==> src/rtl/fetch_pkg.sv <==
`default_nettype none
// fetch_pkg: widths, PC step and queue entry type shared by the fetch unit and its queue.
package fetch_pkg;

  localparam int PC_W    = 9;
  localparam int INSTR_W = 32;
  localparam int PC_STEP = 4;

  typedef struct packed {
    logic [PC_W-1:0]    pc;
    logic [INSTR_W-1:0] instr;
  } fetch_entry_t;

endpackage
`default_nettype wire

==> src/rtl/fetch_queue.sv <==
`default_nettype none
// fetch_queue: synchronous FIFO of fetch entries; flush overrides push and pop.
module fetch_queue
  import fetch_pkg::*;
#(
  parameter int DEPTH = 4
) (
  input  logic                   clk,
  input  logic                   reset,
  input  logic                   push,
  input  logic                   pop,
  input  logic                   flush,
  input  fetch_entry_t           din,
  output logic [$clog2(DEPTH):0] count,
  output fetch_entry_t           head
);

  localparam int AW = $clog2(DEPTH);

  fetch_entry_t  mem [DEPTH];
  logic [AW-1:0] rd_ptr;
  logic [AW-1:0] wr_ptr;
  logic          do_push;
  logic          do_pop;

  assign do_push = push && (count != (AW+1)'(DEPTH));
  assign do_pop  = pop && (count != '0);
  assign head    = mem[rd_ptr];

  // Entries are cleared on reset so the head reads as zero while reset is held.
  always_ff @(posedge clk or negedge reset) begin
    if (!reset) begin
      rd_ptr <= '0;
      wr_ptr <= '0;
      count  <= '0;
      for (int i = 0; i < DEPTH; i++) mem[i] <= '0;
    end else if (flush) begin
      rd_ptr <= '0;
      wr_ptr <= '0;
      count  <= '0;
    end else begin
      if (do_push) begin
        mem[wr_ptr] <= din;
        wr_ptr      <= wr_ptr + AW'(1);
      end
      if (do_pop) rd_ptr <= rd_ptr + AW'(1);
      if (do_push && !do_pop)      count <= count + (AW+1)'(1);
      else if (!do_push && do_pop) count <= count - (AW+1)'(1);
    end
  end

endmodule
`default_nettype wire

==> src/rtl/fetch_unit.sv <==
`default_nettype none
// fetch_unit: PC generation with credit-based issue into a registered icache,
// responses queued for decode; redirect flushes everything in flight.
module fetch_unit
  import fetch_pkg::*;
#(
  parameter logic [PC_W-1:0] RESET_PC = 9'h000,
  parameter int              FQ_DEPTH = 4
) (
  input  logic               clk,
  input  logic               reset,
  output logic [PC_W-1:0]    icache_addr,
  input  logic [INSTR_W-1:0] icache_instr,
  input  logic               redirect_valid,
  input  logic [PC_W-1:0]    redirect_pc,
  output logic               out_valid,
  input  logic               out_ready,
  output logic [INSTR_W-1:0] out_instr,
  output logic [PC_W-1:0]    out_pc
);

  localparam int CW = $clog2(FQ_DEPTH) + 1;

  logic [PC_W-1:0] pc_q;
  logic [PC_W-1:0] inflight_pc;
  logic            inflight;
  logic [CW-1:0]   fq_count;
  logic [CW:0]     credit_used;
  logic            issue;
  logic            push;
  logic            pop;
  fetch_entry_t    push_entry;
  fetch_entry_t    head;

  // A pop in the same cycle earns no credit, keeping the check off the ready path.
  assign credit_used = {1'b0, fq_count} + {{CW{1'b0}}, inflight};
  assign issue       = !redirect_valid && (credit_used < (CW+1)'(FQ_DEPTH));
  assign push        = inflight && !redirect_valid;
  assign pop         = out_valid && out_ready;

  assign icache_addr = pc_q;
  assign out_valid   = (fq_count != '0);
  assign out_instr   = head.instr;
  assign out_pc      = head.pc;

  assign push_entry.pc    = inflight_pc;
  assign push_entry.instr = icache_instr;

  always_ff @(posedge clk or negedge reset) begin
    if (!reset) begin
      pc_q        <= RESET_PC;
      inflight    <= 1'b0;
      inflight_pc <= '0;
    end else if (redirect_valid) begin
      pc_q     <= {redirect_pc[PC_W-1:2], 2'b00};
      inflight <= 1'b0;
    end else if (issue) begin
      pc_q        <= pc_q + PC_W'(PC_STEP);
      inflight    <= 1'b1;
      inflight_pc <= pc_q;
    end else begin
      inflight <= 1'b0;
    end
  end

  fetch_queue #(
    .DEPTH (FQ_DEPTH)
  ) u_fetch_queue (
    .clk   (clk),
    .reset (reset),
    .push  (push),
    .pop   (pop),
    .flush (redirect_valid),
    .din   (push_entry),
    .count (fq_count),
    .head  (head)
  );

endmodule
`default_nettype wire

==> config.mk <==
export PLATFORM = sky130hd
export DESIGN_NAME = fetch_unit
export DESIGN_NICKNAME = d
export VERILOG_FILES = /design/src/rtl/fetch_pkg.sv /design/src/rtl/fetch_queue.sv /design/src/rtl/fetch_unit.sv
export SDC_FILE = /design/constraint.sdc
export NUM_CORES = 1
export LEC_CHECK = 0
export ABC_AREA = 1
export CAP_MARGIN = 10
export CORE_MARGIN = 4
export CORE_UTILIZATION = 45
export DETAILED_ROUTE_END_ITERATION = 7
export GPL_ROUTABILITY_DRIVEN = 0
export GPL_TIMING_DRIVEN = 0
export PLACE_DENSITY = 0.66
export SYNTH_ARGS = -nofsm -noshare
export SYNTH_HDL_FRONTEND = slang
export SYNTH_SLANG_ARGS = --single-unit
==> constraint.sdc <==
create_clock -name clk -period 4.5 [get_ports clk]
set_clock_uncertainty 0.05 [all_clocks]
set_input_delay 0.45 -clock clk [delete_from_list [all_inputs] [get_ports clk]]
set_output_delay 0.45 -clock clk [all_outputs]
set_load 0.05 [all_outputs]
# Word-level counts from Yosys, hierarchy flattened
# Index checks and enable logic that the tools add are counted.
op_classes:
  n_addsub: 6
  eq_ne: 1
  order_cmp: 4
  n_bitwise: 3
  muxes: 17
  n_reduce_logical: 18
op_table:
  columns: ["operator", "n"]
  rows:
  - ["164-bit bitwise mux", 1]
  - ["41-bit 2-to-1 mux", 3]
  - ["41-bit binary-select mux with 2-bit select", 1]
  - ["41-bit demux with 2-bit select", 1]
  - ["9-bit 2-to-1 mux", 2]
  - ["9-bit by 3-bit adder with 9-bit output (second input constant)", 1]
  - ["3-bit 2-to-1 mux", 3]
  - ["1-bit logical AND", 8]
  - ["2-bit 2-to-1 mux", 4]
  - ["3-bit greater-or-equal comparator (second input constant)", 2]
  - ["2-bit NOT with 3-bit output", 2]
  - ["2-bit nonzero test", 3]
  - ["3-bit nonzero test", 2]
  - ["2-bit by 1-bit adder with 2-bit output (second input constant)", 2]
  - ["3-bit by 1-bit adder with 4-bit output", 1]
  - ["4-bit by 3-bit less-than comparator with 1-bit output (second input constant)", 1]
  - ["2-bit AND reduction", 2]
  - ["3-bit by 1-bit adder with 3-bit output (second input constant)", 1]
  - ["1-bit logical NOT", 3]
  - ["3-bit by 1-bit less-than comparator with 1-bit output (second input constant)", 1]
  - ["3-bit inequality test (second input constant)", 1]
  - ["3-bit by 1-bit subtractor with 3-bit output (second input constant)", 1]
  - ["1-bit 2-to-1 mux", 2]
  - ["1-bit NOT", 1]
totals:
  output_inout_bits: 51
  in_bits: 45
  register_bits: 190
  word_cells: 63

# Depth between registers and ports, before layout
# Gate-level depths: netlist of the first run.
logic_depth:
  ltp_word: 8
  mapped_depth: 13
  depth_no_buf: 12

# Modules after synthesis
# Synthesis of the first run repeated with hierarchy kept, for this count alone.
unflattened:
  hier_cells: 963
  hier_area_um2: 8282.9
modules_own_cells:
  columns: ["mod", "instances", "cells_each", "seq_area_each_um2", "area_per_inst_um2"]
  rows:
  - ["fetch_queue", 1, 859, 4279.1, 7442.1]
  - ["fetch_unit", 1, 104, 375.4, 840.8]

# Worst setup path after synthesis of the first run
# OpenSTA, ideal clock, no wires.
synth_path:
  path_type: "register to output"
  startpoint: "register u_fetch_queue.rd_ptr[1]"
  endpoint: "output port out_instr[12]"
  path_slack_ns: 2.199
  n_path_buf: 2
  t_arrival_ns: 1.801
  stages_incl_launch_ff: 6
  required_time_ns: 4.000
  path_cell_list: "dfrtp_1 -> inv_1 -> clkbuf_1 -> clkbuf_1 -> o21ai_0 -> o22ai_1"
synth_between:
  elab_chain_len: 4
synth_lines:
  columns: ["element", "line_no", "rtl"]
  rows:
  - ["start, declared", "fetch_queue.sv:21", "logic [AW-1:0] rd_ptr;"]
  - ["start signal, assigned", "fetch_queue.sv:46", "if (do_pop) rd_ptr <= rd_ptr + AW'(1);"]
  - ["2-bit NOT with 3-bit output (implied by the code)", "fetch_queue.sv:28", "assign head = mem[rd_ptr];"]
  - ["41-bit binary-select mux with 2-bit select", "fetch_queue.sv:28", null]
  - ["41-bit 2-to-1 mux (implied by the code) (2 in series)", "fetch_queue.sv:28", null]
  - ["end, declared", "fetch_unit.sv:18", "output logic [INSTR_W-1:0] out_instr,"]
# No other way between the ends. The select of a mux whose other input is x is not followed.

# Worst setup path after layout of the first run
layout_path:
  startpoint: "register u_fetch_queue.rd_ptr[1]"
  endpoint: "output port out_instr[19]"
# Same word-level chain as after synthesis.

==> results.yml, run 1 <==
outcome:
  outcome: "completed"
clock_network:
  cts_resized: 0
  root_buffer: "clkbuf_16"
  cts.sinks: 178
  path_clk_slew_ns: 0.06
  cts_hold_buf: 1
  cts_setup_buffers: 0
  numCtsBuffers: 17
  cts_buffer_depth: 2
  clk_latency_ns: 0.43
  cts_tree: "yes"
  cts_max_level: 4
pwr:
  power_density_nw_per_um2: 722
  sw_frac_of_total_pct: 44.2
  p_clk_share_pct: 19.4
  p_leak_uw: 0.00498
  finalPower_uw: 7310
  combPwrFrac_pct: 45.0
  sequentialPowerShare_pct: 35.7
  intPower_uw: 4080
  vdd_drop_max_mv: 0.410
  p_sw_uw: 3230
timing:
  hold_violations: 0
  setup_ws_ns: 0.980
  tightest_slew_ns: 0.645
  rsz0062_at_grt: "no"
  drv_slew: 0
  fin_crit_ns: 3.52
  max_slew_margin_pct: 57.0
  timing.fmax_ghz: 0.284
  fin_setup_tns_ns: 0
  finalSetupViolCount: 0
  fin_crit_sh_pct: 78.2
route:
  drtIter0Drc: 553
  routed_wl_mm: 24.4
  wl_met2_mm: 11.5
  wl_met1_mm: 11.0
  top_layer: "met5"
  first_pass_iters: 5
  drc_errors: 0
  viasPerCell: 5.40
  num_vias: 7560
  ant_nets: 0
  wl_met3_mm: 1.52
  wl_per_cell_microns: 17.5
global_routing:
  grt_overflow: 0
  antenna_found_initial: 1
  track_usage_pct: 24.3
  grt_pass1_wl_mm: 39.2
  grt_pass1_vias: 7355
  grt_max_degree: 121
synth:
  ys.flop_type: "dfrtp_1"
  ys_ff_latch: 178
  yosysUniqueCellTypes: 30
  synth-edff-count: 0
  async_reset_ff_share_pct: 100
  synthesis.area_sq_um: 8360
  syn_area_per_cell_sq_um: 7.98
  ys_warn_count: 0
  synth_seq_area_share_pct: 53.3
  synthCells: 1048
setup_path:
  critical_path_required_ns: 4.00
  crit_arrival_ns: 3.02
  critPathKind: "flip-flop to primary output"
  critPathCaptureType: "primary output"
  reg2reg_depth: 9
  cp_max_fo: 10
  cp-start-kind: "flip-flop"
die:
  core.rowCount: 49
  die_area_sq_um: 20800
  io_pins: 96
  start_util_pct: 46.1
  die_w_microns: 144
  core_area_sq_um: 18100
  die_y_microns: 144
layout:
  nets: 1211
  final_cell_mix: "359 x nand2_1, 242 x o21ai_0, 178 x dfrtp_1"
  final_common_cell: "nand2_1"
  n_antenna_cell: 0
  drive_gt1_share_pct: 7.00
  utilization_pct: 55.8
  syn2layout_area_growth_pct: 21.1
flow_run:
  cap_violations: 0
place:
  dp_hpwl_mm: 15.9
  port-buffer-count: 88
  pre_cts_ws_ns: 1.43
hold_path:
  whs_path_depth: 2
  hp-class: "primary input to flip-flop"
[cells by family after synthesis]
kind of cell,after synthesis,synth area share (%)
adders and majority gates,6,0.988
AOI/OAI and AO/OA,289,18.0
buffers and inverters,103,5.69
DFF,178,53.3
xor gates and xnor gates,3,0.314
and+or+nand+nor,468,21.7
other,1,0.0449
[routing by layer]
layer / up-vias / track usage (%)
met1: 3600 / 33.1
met4: 2 / 6.68
li1: 3650 / -
met2: 268 / 39.4
met3: 40 / 5.46
met5: - / 0
[critical path: stages, from the launching register on]
cell and delay (ns):
dfrtp_1 0.42, inv_1 0.10, clkbuf_1 0.43, clkbuf_1 0.42
o21ai_0 0.16, o22ai_1 0.21, clkdlybuf4s50_1 0.84
[through the flow]
stage / instance area [sq um] / instances / hold slack (ns)
final: 10100 / 1400 / 0.206
after CTS: 10100 / 1400 / 0.191
after detailed placement: 9570 / 1369 / 0.365
after global routing: 10100 / 1400 / 0.197
after floorplan: 8370 / 1051 / 0.104
after global placement: 9540 / 1368 / 0.408
[cell usage after synthesis (2+ instances only)]
master	count	share of area, %
a21oi_1	3	0.18
nand3_1	10	0.60
or2_2	2	0.15
nor3_1	5	0.30
inv_1	20	0.90
nor2_2	5	0.37
o21ai_1	2	0.12
clkbuf_1	40	1.8
ha_1	5	0.75
o21ai_0	242	14
o22ai_1	39	2.9
dfrtp_1	178	53
buf_4	12	1.1
clkbuf_2	3	0.18
buf_2	25	1.5
nand2_1	359	16
nor2_1	84	3.8
xor2_1	2	0.21
[area by class of cell]
type | instances | area [sq um]
inverter | 22 | 83.8
buffer | 81 | 392
multi-input combinational | 770 | 3440
timing repair buffer | 90 | 923
sequential | 178 | 4450
clock inverter | 6 | 55.1
tap | 229 | 287
clock buffer | 24 | 492
fill | 1723 | 8020
[flip-flops by register name (all words and copies together), names as in the netlist]
name,cells
inflight_pc,7
u_fetch_queue.count,3
u_fetch_queue.mem,156
inflight,1
icache_addr,7
u_fetch_queue.wr_ptr,2
u_fetch_queue.rd_ptr,2
[power groups by stage]
stage / logic (uW) / clock network, uW / registers (uW)
global placement: 3240 / 0 / 2610
finish: 3290 / 1420 / 2610
detailed placement: 3280 / 0 / 2620
CTS: 3300 / 1430 / 2600
global route: 3590 / 1500 / 2680
floorplan: 2170 / 0 / 2590
[worst paths after layout]
| path | startpoint | end | slack [ns] |
|---|---|---|---|
| max | u_fetch_queue.rd_ptr[1] | out_instr[19] | 0.98 |
| min | redirect_valid | u_fetch_queue.rd_ptr[0] | 0.21 |
| max reg2reg | u_fetch_queue.wr_ptr[0] | u_fetch_queue.mem[68] | 2.46 |
| min reg2reg | u_fetch_queue.mem[101] | u_fetch_queue.mem[101] | 0.43 |
| max in group asynchronous | reset | inflight_pc[3] | 2.92 |
| min in group asynchronous | reset | u_fetch_queue.mem[47] | 0.49 |
No activity file was read; power rests on OpenSTA's default activity.
==> run 2, diff against run 1 <==
--- a/config.mk
+++ b/config.mk
@@ -12,7 +12,7 @@
 export DETAILED_ROUTE_END_ITERATION = 7
 export GPL_ROUTABILITY_DRIVEN = 0
 export GPL_TIMING_DRIVEN = 0
-export PLACE_DENSITY = 0.66
+export PLACE_DENSITY = 0.69
 export SYNTH_ARGS = -nofsm -noshare
 export SYNTH_HDL_FRONTEND = slang
 export SYNTH_SLANG_ARGS = --single-unit
==> constraint.sdc (replaced) <==
create_clock -name clk -period 3.08 [get_ports clk]
set_clock_uncertainty 0.05 [all_clocks]
set_input_delay 0.308 -clock clk [delete_from_list [all_inputs] [get_ports clk]]
set_output_delay 0.308 -clock clk [all_outputs]
set_load 0.05 [all_outputs]
==> results.yml, run 2 (same netlist as run 1, synthesis figures left out) <==
place:
  placedCellCount: 1369
  dp_hpwl_mm: 15.7
  port-buffer-count: 88
  dpl_cell_area_sq_um: 9570
layout:
  top_register: "u_fetch_queue.mem"
  final_cells: 1402
  drive_gt1_share_pct: 8.18
  final_common_cell: "nand2_1"
  syn2layout_area_growth_pct: 22.6
  fin_area_sq_um: 10200
  nets: 1211
  final_cell_mix: "359 x nand2_1, 242 x o21ai_0, 178 x dfrtp_1"
  n_antenna_cell: 0
  largest_reg_flops: 156
setup_path:
  critical_path_required_ns: 2.72
  critPathKind: "flip-flop to primary output"
  critPathCaptureType: "primary output"
  cp_max_fo: 10
  crit_arrival_ns: 2.69
  cp-start-kind: "flip-flop"
clock_network:
  cts_buffer_depth: 2
  path_clk_slew_ns: 0.06
  clk_latency_ns: 0.44
  numCtsBuffers: 17
  cts_max_level: 4
  cts.sinks: 178
  cts_tree: "yes"
  root_buffer: "clkbuf_16"
global_routing:
  antenna_found_initial: 0
  grt_pass1_wl_mm: 39.2
  track_usage_pct: 24.1
  grt_overflow: 0
  grt_pass1_vias: 7371
  grt_max_degree: 105
timing:
  fin_crit_ns: 3.05
  tightest_slew_ns: 0.594
  finalSetupViolCount: 0
  hold_violations: 0
  fin_setup_tns_ns: 0
  timing.fmax_ghz: 0.328
  fin_crit_sh_pct: 99.0
  max_slew_margin_pct: 60.4
  drv_slew: 0
route:
  first_pass_iters: 8
  wl_per_cell_microns: 17.5
  viasPerCell: 5.44
  routed_wl_mm: 24.5
  drc_errors: 1
  ant_nets: 0
  num_vias: 7622
  drtIter0Drc: 702
die:
  start_util_pct: 46.1
  die_area_sq_um: 20800
  io_pins: 96
  die_w_microns: 144
  core.rowCount: 49
  core_area_sq_um: 18100
  die_y_microns: 144
outcome:
  violations: "DRC"
  outcome: "complete, but fails checks"
pwr:
  power_density_nw_per_um2: 1060
  vdd_drop_max_mv: 0.560
  p_leak_uw: 0.00520
flow_run:
  cap_violations: 0
hold_path:
  hp-class: "primary input to flip-flop"
[run 2: changes by cell type in the layout (fill, tap and decap cells not counted), sizes merged]
cell	change
clkinvlp	+3
clkbuf	-4
clkinv	-1
clkdlybuf4s15	+1
dlymetal6s2s	+11
dlygate4sd2	+16
clkdlybuf4s50	-28
inv	+1
bufinv	+3
[run 2: final timing paths]
| check | startpoint | end | slack (ns) | cells after the start |
|---|---|---|---|---|
| max in group asynchronous | reset | u_fetch_queue.mem[112] | 1.67 | 3 |
| min | redirect_valid | u_fetch_queue.rd_ptr[0] | 0.06 | 2 |
| max | u_fetch_queue.rd_ptr[0] | out_instr[7] | 0.03 | 6 |
| min reg2reg | u_fetch_queue.mem[100] | u_fetch_queue.mem[100] | 0.43 | 2 |
| min in group asynchronous | reset | u_fetch_queue.mem[7] | 0.38 | 2 |
| max reg2reg | u_fetch_queue.wr_ptr[0] | u_fetch_queue.mem[150] | 0.95 | 9 |
[run 2: layout make-up]
cell class                      count  area [sq um]
Fill cell                        1695          7900
Sequential cell                   178          4450
Multi-Input combinational cell    770          3440
Timing Repair Buffer               90           932
Clock buffer                       20           467
Buffer                             81           402
Tap cell                          229           287
Clock inverter                     12           179
Inverter                           22          83.8
[run 2: through the flow]
stage | setup slack, ns | power [uW] | util, % | hold slack (ns)
after floorplan | 0.921 | 6960 | - | -0.0376
after global placement | -5.92 | 8530 | 52.6 | 0.408
after detailed placement | 0.114 | 8630 | 52.7 | 0.270
after CTS | 0.00349 | 10900 | 56.3 | 0.0525
after global routing | -0.00364 | 11500 | 56.5 | 0.0642
final | 0.0296 | 10900 | 56.5 | 0.0565
[run 2: power by group]
part	switching [uW]	internal, uW
clock network	941	1430
logic	3320	1390
registers	533	3280
[run 2: what timing repair did]
| action | 4_1_cts | 5_1_grt |
|---|---|---|
| hold buffers | 1 | 0 |
| cloned | 0 | 0 |
| endpoints found under the setup margin | 24 | 15 |
| resized for setup | 23 | 19 |
| endpoints found under the hold margin | 74 | 0 |
| setup buffers | 0 | 0 |
[run 2: layer usage]
layer / track usage (%) / up-vias / share of wire (%)
li1: - / 3644 / -
met5: 0 / - / 0
met2: 38.5 / 308 / 47
met3: 5.69 / 33 / 7.4
met1: 33.5 / 3637 / 44
met4: 6.14 / 0 / 1.5
[run 2: critical path, cell delays in order, from the launching register on]
cell and delay, ns:
dfrtp_1 0.39, buf_2 0.18, inv_2 0.12, clkbuf_1 0.40, o21ai_0 0.20, o22ai_1 0.16
clkdlybuf4s50_1 0.82
